--- config.mk ---
export PLATFORM = sky130hd
export DESIGN_NAME = button_event_ctrl_flat
export DESIGN_NICKNAME = d
export VERILOG_FILES = /design/src/rtl/button_event_ctrl_if.sv /design/src/rtl/button_event_ctrl.sv /design/src/flat_wrapper.sv
export SDC_FILE = /design/constraint.sdc
export NUM_CORES = 1
export LEC_CHECK = 0
export BUFFER_PORTS_ARGS = -buffer_cell sky130_fd_sc_hd__buf_2
export CORE_ASPECT_RATIO = 1.5
export CORE_MARGIN = 2
export CORE_UTILIZATION = 40
export DETAILED_ROUTE_END_ITERATION = 6
export HOLD_SLACK_MARGIN = 0.02
export PLACE_DENSITY_LB_ADDON = 0.15
export SLEW_MARGIN = 10
export SYNTH_ARGS = -nofsm -noshare
export SYNTH_HDL_FRONTEND = slang
export SYNTH_SLANG_ARGS = --single-unit
--- constraint.sdc ---
create_clock -name clk -period 5.2 [get_ports clk]
set_input_delay 0.78 -clock clk [delete_from_list [all_inputs] [get_ports clk]]
set_output_delay 0.78 -clock clk [all_outputs]
set_load 0.005 [all_outputs]
--- src/rtl/button_event_ctrl_if.sv ---
// rtl/button_event_ctrl_if.sv - valid/ready event port between button front end and cursor/mode logic
interface button_event_ctrl_if;
    logic       event_valid;
    logic       event_ready;
    logic [2:0] event_id;
    logic [1:0] event_type;

    modport master (output event_valid, output event_id, output event_type, input event_ready);
    modport slave  (input event_valid, input event_id, input event_type, output event_ready);
endinterface

--- src/rtl/button_event_ctrl.sv ---
// rtl/button_event_ctrl.sv - debounced multi-button front end with press/release/repeat events
// Per-button pending slot feeds a round-robin arbiter onto a single valid/ready event port.
module button_event_ctrl #(
    parameter int N_BTN          = 4,
    parameter int CLK_DIV        = 50000,
    parameter int STABLE_SAMPLES = 8,
    parameter int REPEAT_DELAY   = 500,
    parameter int REPEAT_RATE    = 100
) (
    input  logic                 clk,
    input  logic                 reset,
    input  logic [N_BTN-1:0]     noisy,
    output logic [N_BTN-1:0]     debounced,
    button_event_ctrl_if.master  ev,
    output logic [N_BTN-1:0]     overflow,
    input  logic                 clear_ovf
);
    localparam int DIV_W = (CLK_DIV > 1) ? $clog2(CLK_DIV) : 1;
    localparam int REP_W = $clog2(REPEAT_DELAY + 1);
    localparam int PTR_W = $clog2(N_BTN);
    localparam logic [1:0] EV_PRESS   = 2'b01;
    localparam logic [1:0] EV_RELEASE = 2'b10;
    localparam logic [1:0] EV_REPEAT  = 2'b11;

    logic [DIV_W-1:0]          div_cnt;
    logic                      tick;
    logic [N_BTN-1:0]          sync1, sync2;
    logic [STABLE_SAMPLES-1:0] shreg [N_BTN];
    logic [N_BTN-1:0]          deb_nxt, rise, fall, rep_hit, ev_new, pend, grant, drop;
    logic [REP_W-1:0]          rep_cnt [N_BTN];
    logic [1:0]                new_type [N_BTN];
    logic [1:0]                ptype [N_BTN];
    logic [PTR_W-1:0]          rr_ptr, pick, idx;
    logic                      found, load_ok;
    logic                      out_valid;
    logic [2:0]                out_id;
    logic [1:0]                out_type;

    function automatic logic [PTR_W-1:0] wrap_add(input logic [PTR_W-1:0] base, input int offs);
        int s;
        s = int'(base) + offs;
        if (s >= N_BTN) s = s - N_BTN;
        return PTR_W'(s);
    endfunction

    assign tick = (div_cnt == DIV_W'(CLK_DIV - 1));

    always_ff @(posedge clk or posedge reset) begin
        if (reset) begin
            div_cnt <= '0;
            sync1   <= '0;
            sync2   <= '0;
        end else begin
            div_cnt <= tick ? '0 : div_cnt + 1'b1;
            sync1   <= noisy;
            sync2   <= sync1;
        end
    end

    // Debounced level follows the window only when it is uniform; mixed patterns hold.
    always_comb begin
        deb_nxt = debounced;
        for (int i = 0; i < N_BTN; i++) begin
            if (&shreg[i])       deb_nxt[i] = 1'b1;
            else if (~|shreg[i]) deb_nxt[i] = 1'b0;
        end
    end

    assign rise = deb_nxt & ~debounced;
    assign fall = ~deb_nxt & debounced;

    always_comb begin
        rep_hit = '0;
        ev_new  = '0;
        for (int i = 0; i < N_BTN; i++) begin
            new_type[i] = EV_REPEAT;
            rep_hit[i]  = tick && debounced[i] && deb_nxt[i] &&
                          (rep_cnt[i] == REP_W'(REPEAT_DELAY - 1));
            ev_new[i]   = rise[i] | fall[i] | rep_hit[i];
            if (rise[i])      new_type[i] = EV_PRESS;
            else if (fall[i]) new_type[i] = EV_RELEASE;
        end
    end

    always_comb begin
        found = 1'b0;
        pick  = '0;
        idx   = '0;
        for (int k = 0; k < N_BTN; k++) begin
            idx = wrap_add(rr_ptr, k);
            if (!found && pend[idx]) begin
                found = 1'b1;
                pick  = idx;
            end
        end
    end

    assign load_ok = !out_valid || ev.event_ready;
    assign grant   = (load_ok && found) ? (N_BTN'(1) << pick) : '0;
    assign drop    = ev_new & pend & ~grant;

    always_ff @(posedge clk or posedge reset) begin
        if (reset) begin
            debounced <= '0;
            pend      <= '0;
            overflow  <= '0;
            for (int i = 0; i < N_BTN; i++) begin
                shreg[i]   <= '0;
                rep_cnt[i] <= '0;
                ptype[i]   <= '0;
            end
        end else begin
            debounced <= deb_nxt;
            overflow  <= (clear_ovf ? '0 : overflow) | drop;
            for (int i = 0; i < N_BTN; i++) begin
                if (tick) shreg[i] <= {shreg[i][STABLE_SAMPLES-2:0], sync2[i]};
                if (!debounced[i])
                    rep_cnt[i] <= '0;
                else if (tick)
                    rep_cnt[i] <= (rep_cnt[i] == REP_W'(REPEAT_DELAY - 1)) ?
                                  REP_W'(REPEAT_DELAY - REPEAT_RATE) : rep_cnt[i] + 1'b1;
                // A slot being granted this cycle frees up in time to take the new event.
                if (ev_new[i] && (!pend[i] || grant[i])) begin
                    pend[i]  <= 1'b1;
                    ptype[i] <= new_type[i];
                end else if (grant[i]) begin
                    pend[i]  <= 1'b0;
                end
            end
        end
    end

    always_ff @(posedge clk or posedge reset) begin
        if (reset) begin
            out_valid <= 1'b0;
            out_id    <= '0;
            out_type  <= '0;
            rr_ptr    <= '0;
        end else if (load_ok) begin
            out_valid <= found;
            if (found) begin
                out_id   <= 3'(pick);
                out_type <= ptype[pick];
                rr_ptr   <= wrap_add(pick, 1);
            end
        end
    end

    assign ev.event_valid = out_valid;
    assign ev.event_id    = out_id;
    assign ev.event_type  = out_type;
endmodule
--- src/flat_wrapper.sv ---
// flat-port wrapper written by rule: the top's interface ports become plain ports
module button_event_ctrl_flat 
#(
    parameter int N_BTN          = 4,
    parameter int CLK_DIV        = 50000,
    parameter int STABLE_SAMPLES = 8,
    parameter int REPEAT_DELAY   = 500,
    parameter int REPEAT_RATE    = 100
)
  (clk, reset, noisy, debounced, overflow, clear_ovf, ev_event_valid, ev_event_id, ev_event_type, ev_event_ready);
  button_event_ctrl_if ev_i ();
  input  logic clk;
  input  logic reset;
  input  logic [N_BTN-1:0] noisy;
  output logic [N_BTN-1:0] debounced;
  output logic [N_BTN-1:0] overflow;
  input  logic clear_ovf;
  output wire logic [$bits(ev_i.event_valid)-1:0] ev_event_valid;
  output wire logic [$bits(ev_i.event_id)-1:0] ev_event_id;
  output wire logic [$bits(ev_i.event_type)-1:0] ev_event_type;
  input wire logic [$bits(ev_i.event_ready)-1:0] ev_event_ready;
  assign ev_event_valid = ev_i.event_valid;
  assign ev_event_id = ev_i.event_id;
  assign ev_event_type = ev_i.event_type;
  assign ev_i.event_ready = ev_event_ready;
  button_event_ctrl #(.N_BTN(N_BTN), .CLK_DIV(CLK_DIV), .STABLE_SAMPLES(STABLE_SAMPLES), .REPEAT_DELAY(REPEAT_DELAY), .REPEAT_RATE(REPEAT_RATE)) u_core (.clk(clk), .reset(reset), .noisy(noisy), .debounced(debounced), .ev(ev_i), .overflow(overflow), .clear_ovf(clear_ovf));
endmodule
Word level (Yosys, flattened, before mapping):

Cells that the tools add are included.

* register bits after elaboration: 119
* output and inout port bits: 14
* bits of input ports: 8

* $lt $le $gt $ge: 10
* equality and inequality tests: 9
* shift operators: 1
* $add $sub $neg: 14
* bitwise gates (word level): 17
* reductions and logical operators: 46
* multiplexer cells: 63

Operators with widths (number)
* 2-to-1 mux 9 bit: 12
* adder 9 x 1 -> 9 bit (second input constant): 4
* == test 9 bit (second input constant): 4
* AND reduction 8 bit: 4
* OR reduction 8 bit: 4
* 2-to-1 mux 2 bit: 15
* 2-to-1 mux 1 bit: 28
* logical AND 1 bit: 20
* adder 16 x 1 -> 16 bit (second input constant): 1
* bitwise AND 4 bit: 4
* == test 16 bit (second input constant): 1
* 2-to-1 mux 16 bit: 1
* >= comparator 3 bit (second input constant): 5
* less-than comparator 2 x 3 -> 1 bit (second input constant): 4
* NOT 4 bit: 3
* subtractor 2 x 1 -> 2 bit (second input constant): 5
* binary-select mux 1 bit (select 2 bit): 4
* zero test 1 bit: 8
* 2-to-1 mux 4 bit: 2
* inequality test 2 bit (second input constant): 4
* OR 1 bit: 8
* nonzero test 2 bit: 4
* adder 2 x 1 -> 3 bit (second input constant): 2
* adder 2 x 2 -> 3 bit (second input constant): 2
* 7 further kinds: 11

Longest topological paths before layout:

Gate-level depths: netlist (run 1).

* word-level depth: 19
* depth in mapped cells: 9

Least setup slack after synthesis (run 1):

OpenSTA, ideal clock, no wires.

* path type: reg2reg
* from: register u_core.div_cnt[11]
* to: register u_core.ptype[6] in the netlist's numbering
* arrival: 2.401 ns
* setup slack: 2.674 ns
* buffers on the path: 1
* required time: 5.075 ns
* period minus slack after synthesis: 2.526 ns
* stages on the path, launching flop included: 7
* cell sequence: dfrtp_1 -> or4b_1 -> or4_1 -> buf_2 -> o41a_1 -> nand2b_4 -> mux2_4

* longest elaborated chain between the ends: 6

RTL lines
* start, declared: line button_event_ctrl.sv:25 `logic [DIV_W-1:0] div_cnt;`
* start signal, assigned: line button_event_ctrl.sv:54 `div_cnt <= tick ? '0 : div_cnt + 1'b1;`
* == test 16 bit: line button_event_ctrl.sv:46 `assign tick = (div_cnt == DIV_W'(CLK_DIV - 1));`
* logical AND 1 bit (3 in series): line button_event_ctrl.sv:77 `rep_hit[i] = tick && debounced[i] && deb_nxt[i] &&`
* OR 1 bit: line button_event_ctrl.sv:79 `ev_new[i] = rise[i] | fall[i] | rep_hit[i];`
* logical AND 1 bit: line button_event_ctrl.sv:123 `if (ev_new[i] && (!pend[i] || grant[i])) begin`
* end signal, assigned by index: line button_event_ctrl.sv:125 `ptype[i] <= new_type[i];`
* end, declared: line button_event_ctrl.sv:32 `logic [1:0] ptype [N_BTN];`

Every way passes these cells.
A chain may end at the register's enable or synchronous reset.

Worst setup path in the final report (run 1):

* from: register u_core.div_cnt[11]
* to: register u_core.rep_cnt[23] in the netlist's numbering

* longest elaborated chain between the ends: 2

RTL lines
* == test 16 bit: line button_event_ctrl.sv:46
* inequality test 2 bit (no source line)
* end signal, assigned by index: line button_event_ctrl.sv:120 `rep_cnt[i] <= (rep_cnt[i] == REP_W'(REPEAT_DELAY - 1)) ?`
* end, declared: line button_event_ctrl.sv:30 `logic [REP_W-1:0] rep_cnt [N_BTN];`

Every way passes these cells.

==> results of run 1 <==
[routing by layer]
| metal | track usage | vias to the layer above |
|---|---|---|
| li1 | - | 2016 |
| met1 | 0.196 | 2014 |
| met2 | 0.276 | 40 |
| met3 | 0.0447 | 14 |
| met4 | 0.0575 | 0 |
| met5 | 0 | - |
[sequential cells by signal (all words and copies together), names as in the netlist]
name                   flops
u_core.sync2               4
u_core.shreg              32
u_core.ev.event_valid      1
u_core.overflow            4
u_core.ev.event_type       2
u_core.div_cnt            16
u_core.debounced           4
u_core.pend                4
u_core.ev.event_id         2
u_core.sync1               4
u_core.rr_ptr              2
u_core.rep_cnt            36
u_core.ptype               8
[cell usage after synthesis (all sizes together), types with 4 or more instances]
master  number  share of area
ha          10          0.023
and3         8         0.0092
o21a         5         0.0069
nor2        38          0.026
nand2      150           0.10
nand4       13          0.015
nand2b      10          0.013
nor4        16          0.018
mux2i       11          0.020
xnor2       12          0.019
a21oi       30          0.028
buf          5         0.0051
o21ai       17          0.016
clkbuf      16          0.011
nor3        15          0.014
mux2         4         0.0089
xor2        10          0.016
and4         4         0.0064
or3          5         0.0057
o22ai        5         0.0057
nand3       16          0.015
inv         24          0.017
dfrtp      119           0.55
[critical path: cells and delay by family (launching register included)]
| family | cells | cell delay [ps] |
|---|---|---|
| AOI/OAI and AO/OA | 1 | 150 |
| DFF | 1 | 430 |
| and+or+nand+nor | 4 | 2160 |
| buffers and inverters | 1 | 360 |
[logic make-up (layout without fill, tap and decap cells)]
logic type	after synthesis	count (layout)
compound gates	73	73
simple gates	293	293
xor+xnor	22	22
mux	15	15
buf+inv	46	83
other cells	1	1
fa+ha+maj	10	10
flops	119	119
[where the power goes]
group	leakage [nW]	internal, mW	switching [mW]
registers	1.59	0.964	0.0294
clock network	0.284	0.725	0.420
logic	1.10	0.0834	0.129
total	2.97	1.77	0.579
[through the flow]
stage	power (mW)	worst slack, ps
3_3_place_gp	1.22	2080
6_report	2.35	2000
2_1_floorplan	1.17	1260
3_5_place_dp	1.23	2000
5_1_grt	2.46	1870
4_1_cts	2.38	2000
[cell usage in the layout (no fill, tap or decap), drive strengths merged, types with 3 or more instances in the layout]
cell type  netlist  layout
a21oi           30      30
a311oi           3       3
a41oi            3       3
and3             8       8
and4             4       4
buf              5      26
clkbuf          16      19
clkinv           1       9
clkinvlp         0       3
dfrtp          119     119
ha              10      10
inv             24      24
mux2             4       4
mux2i           11      11
nand2          150     150
nand2b          10      10
nand3           16      16
nand4           13      13
nor2            38      38
nor2b            3       3
nor3            15      15
nor4            16      16
o21a             5       5
o21ai           17      17
o22ai            5       5
or3              5       5
or4              3       3
xnor2           12      12
xor2            10      10
[how the worst min path moves through the flow]
| stage | end | startpoint | cells past startpoint |
|---|---|---|---|
| detailed placement | u_core.sync2[3] | u_core.sync1[3] | 0 |
| finish | u_core.sync2[3] | u_core.sync1[3] | 0 |
| global placement | u_core.sync2[2] | u_core.sync1[2] | 0 |
| floorplan | u_core.sync2[0] | u_core.sync1[0] | 0 |
| global route | u_core.sync2[3] | u_core.sync1[3] | 0 |
| CTS | u_core.sync2[3] | u_core.sync1[3] | 0 |
[final cells by class]
class,count,area [µm²]
Fill cell,1262,7100
Sequential cell,119,2980
Multi-Input combinational cell,414,2300
Clock buffer,19,453
Tap cell,162,203
Timing Repair Buffer,26,145
Clock inverter,13,130
Inverter,25,96.3
==> impl_metrics.csv, run 1 <==
group,metric,value,unit
worst_setup_path,path_cells,"or4b_1 > or4_2 > buf_4 > or2_2 > or3_1 > a21oi_1",
routing,via_per_inst,5.25,
timing,finalHoldViolCount,0,
floorplan,dieHeight,147,µm
placed_design,dpl.cell_count,746,
synthesis,syn-num-nets,597,
timing,setup_viol_count_final,0,
synthesis,postSynthAreaPerCell,9.42,µm²
timing,worst-slew-pin-transition,976,ps
placed_design,placement.io_buffers,20,
layout,fin_cells,778,
timing,fin_crit_sh,0.615,
worst_setup_path,start_kind,"register",
synthesis,ys_async_sr_fraction,1.00,
synthesis,yosysSeqAreaShare,0.546,
synthesis,muxShareOfSynthArea,0.0291,
worst_setup_path,r2r_end,"u_core.rep_cnt[23]",
placed_design,placed_area,5720,µm²
worst_setup_path,worstSetupPathType,"register to register",
timing,finalCriticalPeriod,3200,ps
placed_design,dpl.hpwl,7.17,mm
synthesis,syn-cell-area,5450,µm²
routing,route.met2.wl,5.63,mm
worst_setup_path,critPathSlowestCell,"or4_2",
worst_setup_path,critPathRequiredTime,5520,ps
synthesis,yosysWarnings,0,
routing,wl,10.9,mm
synthesis,synth_seq_cells,119,
worst_setup_path,cp-endpoint,"u_core.rep_cnt[23]",
clocking,cts_hold_buf,0,
clocking,clkTransAtPathRegs,50,ps
power,vdd_drop_max,0.165,mV
floorplan,die_w,99.3,µm
global_routing,grt_use_total,0.162,
timing,fin_setup_tns,0,ps
layout,final_area,6300,µm²
timing,finClkSkew,12.7,ps
worst_setup_path,r2r_setup_slack,2000,ps
routing,highest_layer,"met4",
synthesis,netlist_instances,579,
synthesis,synth_top_family_by_area,"simple AND/OR/NAND/NOR gates",
job,cap_viol_max_count,0,
placed_design,gp_congestion,0.757,
global_routing,overflow,0,
power,leakagePower,2.97,nW
global_routing,grt_max_degree,80,
routing,ant_nets,0,
hold_path,hold_path_class,"register to register",
clocking,cts_num_sinks,119,
timing,grt_setup_unrepaired,"no",
worst_setup_path,r2r-start,"u_core.div_cnt[11]",
clocking,cts_tree,"yes",
worst_setup_path,end_kind,"register",
timing,relSlewSlack,0.349,
routing,routedWlPerCell,13.9,µm
routing,drt_iter0_drc,248,
worst_setup_path,cp-startpoint,"u_core.div_cnt[11]",
timing,slew_viol_final,0,
clocking,post_cts_buffers,0,
global_routing,grt_first_pass_wirelength,19.1,mm
timing,fmax,313,MHz
floorplan,io_pins,22,
power,p_per_area,373,nW/µm²
routing,vias,4084,
layout,nets,621,
layout,final_util,0.470,
clocking,cts_made_buffers,17,
floorplan,die_area,14600,µm²
floorplan,initial_utilization,0.407,
global_routing,antenna_found_initial,0,
clocking,htreeDepth,4,
global_routing,first_global_vias,4114,
worst_setup_path,cpPeakStageDelay,870,ps
clocking,root_buffer,"clkbuf_16",
synthesis,synth-main-ff-cell,"dfrtp_1",
synthesis,yosys.area_share.simple,0.252,
synthesis,synth_cell_types,52,
layout,synthToLayoutAreaGrowth,15.7,%
synthesis,synth_edf_count,0,
synthesis,synth_compound_area_frac,0.0806,
worst_setup_path,critPathMaxFanout,42,
clocking,clk_latency,410,ps
outcome,outcome,"finished clean",
clocking,cts_buffer_depth,2,
worst_setup_path,cp_data_arrival_time,3520,ps
routing,dr.pass1.iters,4,
routing,met1_length,4.84,mm
floorplan,core,13400,µm²
layout,drive_gt1_frac,0.114,
worst_setup_path,r2r_cells,6,
floorplan,std_cell_rows,52,
timing,hold_slack,346,ps
synthesis,synth_adder_area_share,0.0230,
synthesis,synth_xor_area_frac,0.0353,
routing,drc,0,
layout,insertedDiodeCount,0,
routing,met3_length,234,µm
clocking,cts_resized,0,
(Power assumes the default switching activity.)
==> inputs of run 2 (changes only) <==
--- a/config.mk
+++ b/config.mk
@@ -5,6 +5,7 @@
 export SDC_FILE = /design/constraint.sdc
 export NUM_CORES = 1
 export LEC_CHECK = 0
+export ABC_AREA = 1
 export BUFFER_PORTS_ARGS = -buffer_cell sky130_fd_sc_hd__buf_2
 export CORE_ASPECT_RATIO = 1.5
 export CORE_MARGIN = 2
==> constraint.sdc (replaced) <==
create_clock -name clk -period 3.1 [get_ports clk]
set_input_delay 0.465 -clock clk [delete_from_list [all_inputs] [get_ports clk]]
set_output_delay 0.465 -clock clk [all_outputs]
set_load 0.005 [all_outputs]
==> run 2 against run 1 <==
Clock power rose by 72%. Global-route usage rose by 0.21 points. Combinational power fell by 81%. Setup slack got worse by 1100 ps. Critical endpoint is now u_core.ptype[6]. Wire length rose by 9.8%. Design area rose by 7.7%. Final cell count rose by 21%. Sequential cell count did not move. Fmax rose by 49%.
==> impl_metrics.csv, run 2 <==
group,metric,value,unit
synthesis,ys_async_sr_fraction,1.00,
synthesis,synth_seq_cells,119,
synthesis,syn-num-nets,722,
timing,slew_viol_final,0,
synthesis,synth_common_cells,"nand2_1 (187), dfrtp_1 (119), inv_1 (93)",
worst_setup_path,r2r_setup_slack,950,ps
worst_setup_path,end_kind,"register",
routing,dr.pass1.iters,5,
timing,setup_viol_count_final,0,
global_routing,grt_first_pass_wirelength,20.7,mm
power,p_per_area,528,nW/µm²
timing,fmax,464,MHz
synthesis,synth_cell_types,37,
synthesis,postSynthAreaPerCell,8.30,µm²
worst_setup_path,worstSetupPathType,"register to register",
clocking,post_cts_buffers,0,
routing,routedWlPerCell,12.6,µm
placed_design,placed_area,6180,µm²
synthesis,yosysMostFrequentCell,"nand2_1",
floorplan,die_area,15600,µm²
timing,fin_setup_tns,0,ps
clocking,cts_hold_buf,0,
layout,fin_cells,945,
clocking,cts_made_buffers,17,
clocking,cts_num_sinks,119,
global_routing,antenna_found_initial,0,
worst_setup_path,r2r-start,"u_core.rr_ptr[0]",
layout,largest_reg_flops,36,
layout,nFillCells,1383,
routing,drt_iter0_drc,244,
timing,finClkSkew,11.5,ps
worst_setup_path,r2r_end,"u_core.ptype[6]",
synthesis,synth.largest_area_cell,"dfrtp_1",
placed_design,placement.io_buffers,20,
synthesis,ys_top_cells_by_area,"dfrtp_1 (51%), nand2_1 (12%), inv_1 (6.0%)",
synthesis,yosysSeqAreaShare,0.510,
placed_design,dpl.hpwl,8.68,mm
timing,finalHoldViolCount,0,
hold_path,hold_path_class,"primary input to asynchronous set/reset pin",
clocking,htreeDepth,4,
outcome,outcome,"finished clean",
timing,fin_ws,947,ps
clocking,clkTransAtPathRegs,50,ps
worst_setup_path,cp-startpoint,"u_core.rr_ptr[0]",
power,switching_power,0.693,mW
layout,final_area,6790,µm²
job,cap_viol_max_count,0,
power,p_seq_frac,0.436,
routing,wl,11.9,mm
worst_setup_path,start_kind,"register",
layout,insertedDiodeCount,0,
timing,worst-slew-pin-transition,626,ps
floorplan,dieHeight,152,µm
global_routing,grt_max_degree,69,
timing,fin_crit_sh,0.695,
clocking,cts_resized,0,
power,leakagePower,3.19,nW
global_routing,grt_use_total,0.164,
worst_setup_path,critPathRequiredTime,3380,ps
timing,grt_setup_unrepaired,"no",
routing,drc,0,
power,vdd_drop_max,0.354,mV
clocking,root_buffer,"clkbuf_16",
power,combPwrFrac,0.011,
synthesis,yosysWarnings,0,
global_routing,overflow,0,
floorplan,io_pins,22,
synthesis,synth_top_area_frac,0.510,
placed_design,gp_congestion,0.826,
layout,largest_register,"u_core.rep_cnt",
routing,vias,4595,
floorplan,die_w,103,µm
synthesis,netlist_instances,704,
clocking,cts_buffer_depth,2,
placed_design,pre_cts_slack,957,ps
routing,ant_nets,0,
worst_setup_path,cp-endpoint,"u_core.ptype[6]",
layout,final_util,0.472,
timing,finalCriticalPeriod,2150,ps
placed_design,dpl.cell_count,914,
synthesis,syn-cell-area,5840,µm²
layout,nets,755,
worst_setup_path,critPathMaxFanout,11,
layout,synthToLayoutAreaGrowth,16.2,%
layout,reg.largest.list,"u_core.rep_cnt: 36 flops, u_core.shreg: 32 flops, u_core.div_cnt: 16 flops",
power,p_sw_frac,0.193,
synthesis,synth-main-ff-cell,"dfrtp_1",
global_routing,first_global_vias,4552,
layout,final_cell_mix,"nand2_1 (187), dfrtp_1 (119), inv_1 (92), o21ai_0 (63), nor2_1 (47)",
layout,final_common_cell,"nand2_1",
timing,hold_slack,135,ps
layout,drive_gt1_frac,0.120,
floorplan,initial_utilization,0.406,
power,p_int,2.89,mW
floorplan,std_cell_rows,54,
worst_setup_path,r2r_cells,13,
clocking,cts_tree,"yes",
worst_setup_path,cp_data_arrival_time,2430,ps
timing,relSlewSlack,0.582,
power,total_power,3.59,mW
routing,via_per_inst,4.86,
power,pwr-share-clk,0.553,
clocking,clk_latency,400,ps
floorplan,core,14400,µm²
synthesis,synth_edf_count,0,
==> run 2: cell count changes after synthesis, moves of 9 or more <==
cell and change:
nand4_1 +11, mux2i_1 -11, nor4_1 -15, clkbuf_1 -11, nand2_1 +37, o21ai_0 +46, inv_1 +70, a21oi_1 -24
nand2b_1 -9, nand3_1 +23, nor2_1 +9, nand2_2 +17
==> run 2: cell families (layout without fill, tap and decap cells) <==
| logic type | after synthesis | after routing | share of synthesized area |
|---|---|---|---|
| other | 1 | 1 | 0.000642 |
| and+or+nand+nor | 346 | 346 | 0.266 |
| adders and majority gates | 10 | 10 | 0.0214 |
| xor gates and xnor gates | 22 | 22 | 0.0330 |
| DFF | 119 | 119 | 0.510 |
| buffers and inverters | 108 | 153 | 0.0724 |
| AOI/OAI and AO/OA | 98 | 98 | 0.0966 |
==> run 2: power groups by stage <==
stage               Combinational, mW  Clock, mW  Sequential (mW)
floorplan                      0.0249          0             1.59
CTS                            0.0434       2.04             1.56
detailed placement             0.0431          0             1.59
global placement               0.0428          0             1.59
global route                   0.0485       2.11             1.56
finish                         0.0399       1.98             1.56
==> run 2: worst min path at each step <==
stage                               to  slack (ps)
floorplan              u_core.sync2[0]         330
global placement       u_core.sync2[2]         340
detailed placement     u_core.sync2[2]         340
CTS                    u_core.sync1[2]         140
global route           u_core.sync1[1]         150
finish              u_core.rep_cnt[27]         130
==> run 2: layout make-up <==
class                   instances  area (µm²)  share of cell area
clock buffers                  24         522              0.0768
clock inverters                 7        90.1              0.0133
inverters                      98         372              0.0547
multi-input cells             477        2440               0.360
flip-flops and latches        119        2980               0.438
well taps                     196         245              0.0361
repair buffers                 24         143              0.0210
==> run 2: routing by layer <==
layer | GRT usage | vias up | routed length, µm
met5 | 0 | - | 0
met4 | 0.0667 | 0 | 210
met3 | 0.0354 | 15 | 226
met2 | 0.276 | 62 | 6230
met1 | 0.201 | 2170 | 5240
li1 | - | 2348 | -
==> run 2: critical path, cell delays in order (launching register included) <==
cell and delay, ps:
dfrtp_1 570, inv_2 160, nand2_1 110, nand3_1 110, nand2_2 130, inv_1 60, a21oi_1 160, nand2_2 140
nand2_4 160, nand3_2 120, nand2_2 100, nand2_1 80, nand2_1 70, nand2_1 60
==> inputs of run 3 (changes only) <==
--- a/config.mk
+++ b/config.mk
@@ -5,7 +5,7 @@
 export SDC_FILE = /design/constraint.sdc
 export NUM_CORES = 1
 export LEC_CHECK = 0
-export ABC_AREA = 1
+export ABC_AREA = 0
 export BUFFER_PORTS_ARGS = -buffer_cell sky130_fd_sc_hd__buf_2
 export CORE_ASPECT_RATIO = 1.5
 export CORE_MARGIN = 2
==> constraint.sdc (replaced) <==
create_clock -name clk -period 1.94 [get_ports clk]
set_input_delay 0.291 -clock clk [delete_from_list [all_inputs] [get_ports clk]]
set_output_delay 0.291 -clock clk [all_outputs]
set_load 0.005 [all_outputs]
==> run 3 against run 2 <==
The run now ends with setup timing left. Clock skew fell by 4.8 ps. Global-route usage is 2.5 points higher. Final cell count shrank 4.0%. First-iteration DRC count is 34% lower. Non-clock buffer count up 131. Wire length up 10%. Fmax down 10%. Critical endpoint unchanged.
==> impl_metrics.csv, run 3 (same netlist as run 1, synthesis figures left out) <==
group,metric,value,unit
worst_setup_path,end_kind,"register",
timing,finClkSkew,6.71,ps
clocking,clkTransAtPathRegs,60,ps
timing,fin_setup_tns,-12400,ps
timing,finalHoldViolCount,0,
outcome,outcome,"finished, violations left",
power,p_int,5.06,mW
timing,worst-slew-pin-transition,628,ps
timing,fin_ws,-460,ps
clocking,cts_tree,"yes",
hold_path,hold_path_class,"primary input to register",
worst_setup_path,critPathMaxFanout,4,
global_routing,first_global_vias,4814,
power,pwr-share-clk,0.487,
layout,largest_register,"u_core.rep_cnt",
placed_design,dpl.cell_count,842,
layout,nFillCells,1113,
timing,fmax,417,MHz
power,p_sw_frac,0.247,
global_routing,antenna_found_initial,0,
outcome,violations,"setup timing",
routing,drt_iter0_drc,160,
timing,grt_setup_unrepaired,"yes",
routing,via_per_inst,5.10,
power,p_per_area,846,nW/µm²
layout,synthToLayoutAreaGrowth,45.9,%
clocking,clk_latency,410,ps
placed_design,placement.io_buffers,20,
timing,relSlewSlack,0.575,
timing,finalCriticalPeriod,2400,ps
timing,slew_viol_final,0,
floorplan,io_pins,22,
routing,ant_nets,0,
global_routing,grt_max_degree,96,
clocking,cts_made_buffers,17,
layout,largest_reg_flops,36,
clocking,cts_buffer_depth,2,
worst_setup_path,start_kind,"register",
routing,drc,0,
layout,final_cell_mix,"dfrtp_1 (119), nand2_1 (114), buf_4 (95), nor2_1 (35), nand2_2 (28)",
clocking,cts_num_sinks,119,
power,combPwrFrac,0.117,
floorplan,dieHeight,147,µm
routing,routedWlPerCell,14.5,µm
power,vdd_drop_max,0.458,mV
power,p_seq_frac,0.395,
job,cap_viol_max_count,0,
timing,setup_viol_count_final,86,
floorplan,die_area,14600,µm²
power,leakagePower,3.94,nW
timing,hold_slack,118,ps
clocking,root_buffer,"clkbuf_16",
power,switching_power,1.67,mW
floorplan,die_w,99.3,µm
placed_design,dpl.hpwl,8.29,mm
layout,nets,750,
clocking,htreeDepth,4,
layout,insertedDiodeCount,0,
routing,dr.pass1.iters,5,
layout,final_common_cell,"dfrtp_1",
routing,vias,4629,
layout,drive_gt1_frac,0.364,
worst_setup_path,critPathRequiredTime,2230,ps
worst_setup_path,worstSetupPathType,"register to register",
layout,regArea,2980,µm²
global_routing,grt_first_pass_wirelength,22.3,mm
floorplan,core,13400,µm²
layout,reg.largest.list,"u_core.rep_cnt: 36 flops, u_core.shreg: 32 flops, u_core.div_cnt: 16 flops",
floorplan,initial_utilization,0.407,
routing,wl,13.1,mm
global_routing,overflow,0,
power,total_power,6.73,mW
layout,multi_input_area,2700,µm²
worst_setup_path,cp_data_arrival_time,2690,ps
layout,fin_cells,907,
global_routing,grt_use_total,0.189,
placed_design,gp_congestion,0.765,
floorplan,std_cell_rows,52,
timing,fin_crit_sh,1.24,
[run 3: routing by layer]
layer | vias up | track usage | part of all wire
met5 | - | 0 | 0
met4 | 0 | 0.0658 | 0.020
met3 | 25 | 0.0385 | 0.026
met2 | 61 | 0.337 | 0.54
met1 | 2254 | 0.224 | 0.41
li1 | 2289 | - | -
[run 3: cell type report]
class / instances / share of cell area
Tap cell: 162 / 0.0255
Multi-Input combinational cell: 414 / 0.339
Inverter: 25 / 0.0123
Clock buffer: 19 / 0.0569
Sequential cell: 119 / 0.374
Timing Repair Buffer: 155 / 0.171
Clock inverter: 13 / 0.0214
[run 3: worst paths after layout]
path / from / slack, ps / end / depth (start not counted)
setup / recovery: u_core.div_cnt[7] / -460 / u_core.ptype[6] / 5
hold / removal: ev_event_ready / 120 / u_core.ev.event_valid / 4
setup reg to reg: u_core.div_cnt[7] / -460 / u_core.ptype[6] / 5
hold reg to reg: u_core.sync1[3] / 350 / u_core.sync2[3] / 0
max in group asynchronous: reset / 960 / u_core.shreg[9] / 4
min in group asynchronous: reset / 530 / u_core.shreg[26] / 4
[run 3: through the flow]
| stage | utilization | worst slack, ps | instance area [µm²] |
|---|---|---|---|
| floorplan | - | -472 | 5530 |
| finish | 0.594 | -460 | 7960 |
| detailed placement | 0.486 | -630 | 6510 |
| CTS | 0.576 | -426 | 7720 |
| global placement | 0.486 | -598 | 6510 |
| global route | 0.594 | -503 | 7960 |
[run 3: power groups by stage]
| stage | Combinational, mW | Clock (mW) | Sequential [mW] |
|---|---|---|---|
| global route | 0.890 | 3.47 | 2.67 |
| finish | 0.789 | 3.28 | 2.66 |
| floorplan | 0.460 | 0 | 2.69 |
| CTS | 0.789 | 3.35 | 2.66 |
| detailed placement | 0.765 | 0 | 2.71 |
| global placement | 0.755 | 0 | 2.70 |
[run 3: worst max-delay path: stages, from the launching register on]
cell and delay [ps]:
dfrtp_1 370, or4b_4 550, or4_4 550, o41a_1 360
nand2b_4 160, mux2_4 290
[run 3: timing repair]
action                                  4_1_cts  5_1_grt
resized for setup                            80       53
hold endpoints to repair                     28        0
gates cloned                                  4        1
buffers inserted                             18       13
endpoints found under the setup margin       90       90
hold buffers                                  5        0
pin swaps                                    49       35
